==> config.mk <==
export PLATFORM = sky130hd
export DESIGN_NAME = keypad_col_scanner
export DESIGN_NICKNAME = d
export VERILOG_FILES = /design/src/rtl/keypad_col_scanner.sv
export SDC_FILE = /design/constraint.sdc
export NUM_CORES = 1
export LEC_CHECK = 0
export ABC_AREA = 0
export CAP_MARGIN = 20
export CORE_ASPECT_RATIO = 0.75
export CORE_MARGIN = 4
export CORE_UTILIZATION = 61
export DETAILED_ROUTE_END_ITERATION = 8
export PLACE_DENSITY = 0.83
export SETUP_SLACK_MARGIN = 0.5
export SLEW_MARGIN = 20
export SYNTH_ARGS = -nofsm -noshare
export SYNTH_HDL_FRONTEND = slang
export SYNTH_SLANG_ARGS = --single-unit
==> constraint.sdc <==
create_clock -name clk -period 5.73 [get_ports clk]
set_input_delay 0.8595 -clock clk [delete_from_list [all_inputs] [get_ports clk]]
set_output_delay 0.8595 -clock clk [all_outputs]
set_load 0.01 [all_outputs]
==> src/rtl/keypad_col_scanner.sv <==
// rtl/keypad_col_scanner.sv - 4x4 keypad row scanner with debounced single-key capture
module keypad_col_scanner #(
    parameter int SCAN_DIV     = 16,
    parameter int DEBOUNCE_CNT = 1000,
    parameter int CNT_W        = 16
) (
    input  logic       clk,
    input  logic       rst_n,
    input  logic [3:0] col_in,
    output logic [3:0] row_out,
    output logic [3:0] key_code,
    output logic       key_valid,
    output logic       key_held
);

    typedef enum logic [1:0] {
        SCAN     = 2'd0,
        DEBOUNCE = 2'd1,
        PRESSED  = 2'd2
    } state_t;

    localparam logic [CNT_W-1:0] SCAN_LAST = CNT_W'(SCAN_DIV - 1);
    localparam logic [CNT_W-1:0] DEB_LAST  = CNT_W'(DEBOUNCE_CNT - 1);

    state_t           state;
    logic [CNT_W-1:0] cnt;
    logic [1:0]       row_idx;
    logic [3:0]       col_meta;
    logic [3:0]       col_s;
    logic [3:0]       ref_pat;
    logic [1:0]       col_idx;
    logic             col_ok;

    // Exactly one low column is a usable key; anything else is idle or ghosted.
    always_comb begin
        col_idx = 2'd0;
        col_ok  = 1'b1;
        case (col_s)
            4'b1110: col_idx = 2'd0;
            4'b1101: col_idx = 2'd1;
            4'b1011: col_idx = 2'd2;
            4'b0111: col_idx = 2'd3;
            default: col_ok  = 1'b0;
        endcase
    end

    always_ff @(posedge clk) begin
        if (!rst_n) begin
            col_meta  <= 4'b1111;
            col_s     <= 4'b1111;
            state     <= SCAN;
            cnt       <= '0;
            row_idx   <= 2'd0;
            row_out   <= 4'b1110;
            ref_pat   <= 4'b1111;
            key_code  <= 4'h0;
            key_valid <= 1'b0;
            key_held  <= 1'b0;
        end else begin
            col_meta  <= col_in;
            col_s     <= col_meta;
            key_valid <= 1'b0;
            case (state)
                SCAN: begin
                    if (cnt == SCAN_LAST) begin
                        cnt <= '0;
                        if (col_ok) begin
                            state   <= DEBOUNCE;
                            ref_pat <= col_s;
                        end else begin
                            row_out <= {row_out[2:0], row_out[3]};
                            row_idx <= row_idx + 2'd1;
                        end
                    end else begin
                        cnt <= cnt + 1'b1;
                    end
                end
                DEBOUNCE: begin
                    // Any deviation abandons the candidate but keeps the current row.
                    if (col_s != ref_pat) begin
                        cnt   <= '0;
                        state <= SCAN;
                    end else if (cnt == DEB_LAST) begin
                        cnt       <= '0;
                        state     <= PRESSED;
                        key_code  <= {row_idx, col_idx};
                        key_valid <= 1'b1;
                        key_held  <= 1'b1;
                    end else begin
                        cnt <= cnt + 1'b1;
                    end
                end
                PRESSED: begin
                    if (col_s != 4'b1111) begin
                        cnt <= '0;
                    end else if (cnt == DEB_LAST) begin
                        cnt      <= '0;
                        key_held <= 1'b0;
                        state    <= SCAN;
                        row_out  <= {row_out[2:0], row_out[3]};
                        row_idx  <= row_idx + 2'd1;
                    end else begin
                        cnt <= cnt + 1'b1;
                    end
                end
                default: begin
                    state <= SCAN;
                    cnt   <= '0;
                end
            endcase
        end
    end

endmodule

==> flow_metrics.env <==
export IMPL_status="finished clean"
export IMPL_cts_hold_buf=0
export IMPL_finalHoldViolations=0
export IMPL_hpwl_um=2380
export IMPL_drive_gt1_frac=0.133
export IMPL_worstSetupEndpointType="register"
export IMPL_min_period_ns=2.83
export IMPL_critPathMaxFanout=21
export IMPL_fmax_mhz=353
export IMPL_finalSetupViolCount=0
export IMPL_grt_pass1_vias=1333
export IMPL_synthesis_yosys_warnings=0
export IMPL_synth_top_area_frac=0.448
export IMPL_ir_drop_mv=0.190
export IMPL_p_per_area_mw_per_mm2=245
export IMPL_setup_slack_ns=2.90
export IMPL_synth_seq_cells=42
export IMPL_period_share=0.494
export IMPL_fin_tns_setup_ns=0
export IMPL_grt_max_degree=22
export IMPL_yosys_area_top_type="dfxtp_1"
export IMPL_synth_most_common_cell="dfxtp_1"
export IMPL_rsz0062_at_grt="no"
export IMPL_skew_ns=0.00392
export IMPL_routed_wirelength_um=3310
export IMPL_syn_num_nets=200
export IMPL_path_class="primary input to register"
export IMPL_arrival_ns=3.07
export IMPL_wire_per_inst_um=13.3
export IMPL_ys_seq_area_frac=0.448
export IMPL_cts_tree="built"
export IMPL_insertion_delay_ns=0.30
export IMPL_grt_pass1_wl_um=5680
export IMPL_die_x_um=72.1
export IMPL_async_reset_ff_frac=0
export IMPL_grt_usage=0.179
export IMPL_clk_pin_slew_worst_paths_ns=0.08
export IMPL_cts_buffers=5
export IMPL_grt_overflow=0
export IMPL_hold_class="register to register"
export IMPL_drc=0
export IMPL_cts_resized=0
export IMPL_post_route_util=0.728
export IMPL_syn_avg_cell_area_um2=9.72
export IMPL_cp_required_ns=5.97
export IMPL_num_rows=17
export IMPL_startpoint_type="primary input"
export IMPL_routed_via_density=5.37
export IMPL_antenna_found_initial=0
export IMPL_worst_slew_pin_slew_ns=0.717
export IMPL_postSynthCellCount=193
export IMPL_via_count=1338
export IMPL_ys_types=47
export IMPL_slew_headroom=0.520
export IMPL_drv_cap=0
export IMPL_io_pins=16
export IMPL_p_leak_nw=0.803
export IMPL_fin_nets=217
export IMPL_drv_slew=0
export IMPL_antenna_cells=0
export IMPL_area_growth_syn_to_layout_pct=13.9
export IMPL_netlist_area_mm2=0.00188
export IMPL_synth_area_top_cells="dfxtp_1, mux2i_1, xnor2_1"
export IMPL_ys_flop_type="dfxtp_1"
export IMPL_globalplace_congestion=0.837
export IMPL_core_mm2=0.00294
export IMPL_cts_root_buf="clkbuf_8"
export IMPL_clock_sinks=42
export IMPL_start_util=0.639
export IMPL_dp_slack_ns=2.59
export IMPL_die_h_um=56.0
export IMPL_cts_buffer_depth=2
export IMPL_synth_edff_count=0
export IMPL_port_buffer_count=15
export IMPL_dr_pass1_iters=4
export IMPL_ys_top_cells_by_count="dfxtp_1, nand2_1, nor2_1, mux2i_1"
export IMPL_r2r_slack_ns=3.53
export IMPL_drtIter0Drc=44
export IMPL_die_area_mm2=0.00404
export IMPL_final_antenna_net_count=0
export IMPL_cts_max_level=2
export IMPL_postCtsSetupBuffers=0
per-stage QoR:
step                      area (um^2)  hold slack [ns]  cells  power, mW
after floorplan                  1880            0.386    193      0.326
after global placement           2040            0.394    241      0.331
after detailed placement         2040            0.395    241      0.332
after CTS                        2140            0.414    249      0.529
after global routing             2140            0.423    249      0.544
final                            2140            0.412    249      0.524
flip-flops by register name, summed over array words and instances, names as in the netlist:
register,cells
cnt,16
col_meta,4
col_s,4
key_code,4
key_held,1
key_valid,1
ref_pat,4
row_idx,2
row_out,4
state,2
worst max-delay path: stages:
cell             delay (ns)
clkdlybuf4s50_1        0.93
inv_1                  0.37
nor4_1                 0.51
a31oi_4                0.20
nor2_2                 0.18
metal layers:
metal | share of wire | vias to the layer above | GRT usage
met5 | 0 | - | 0
met4 | 0.014 | 0 | 0.0885
met3 | 0.042 | 5 | 0.0596
met2 | 0.44 | 23 | 0.263
met1 | 0.50 | 620 | 0.234
li1 | - | 690 | -
where the power goes:
part	switching [mW]	leakage (nW)	internal [mW]
registers	0.00471	0.341	0.296
logic	0.0136	0.413	0.0111
clock network	0.0995	0.0489	0.0994
kinds of logic (layout without fill, tap and decap cells):
kind of cell	after synthesis	in the layout	synth area share
XOR/XNOR	18	18	0.0840
flip-flops	42	42	0.448
AO/OA/AOI/OAI	16	16	0.0760
multiplexers	12	12	0.0640
AND/OR/NAND/NOR	93	93	0.292
buffers and inverters	11	29	0.0293
adder cells (fa/ha/maj)	1	1	0.00667
area by class of cell:
| cell class | instances | area [um^2] |
|---|---|---|
| multi-input cells | 140 | 981 |
| clock buffers | 7 | 86.3 |
| fillers | 205 | 798 |
| inverters | 6 | 22.5 |
| clock inverters | 1 | 8.76 |
| well taps | 38 | 47.5 |
| flip-flops and latches | 42 | 841 |
| repair buffers | 15 | 150 |
cell usage in the layout, fill, tap and decap left out, types with 3 or more instances in the layout:
| master | Yosys | layout |
|---|---|---|
| dfxtp_1 | 42 | 42 |
| nor2_1 | 20 | 20 |
| nand2_1 | 20 | 20 |
| clkdlybuf4s50_1 | 0 | 15 |
| mux2i_1 | 12 | 12 |
| xnor2_1 | 10 | 10 |
| nand2b_1 | 10 | 10 |
| nor2_2 | 10 | 10 |
| xor2_1 | 8 | 8 |
| inv_1 | 6 | 6 |
| nand3_1 | 6 | 6 |
| clkbuf_8 | 0 | 6 |
| a21oi_1 | 4 | 4 |
| nor3_1 | 3 | 3 |
path summary, 6_finish.rpt:
path / start / end / cells after the start
max: rst_n / cnt[8] / 5
min: col_meta[3] / col_s[3] / 1
max reg2reg: cnt[0] / row_idx[1] / 6
min reg2reg: col_meta[3] / col_s[3] / 1
Note: power is estimated with default switching activity, not from simulation.
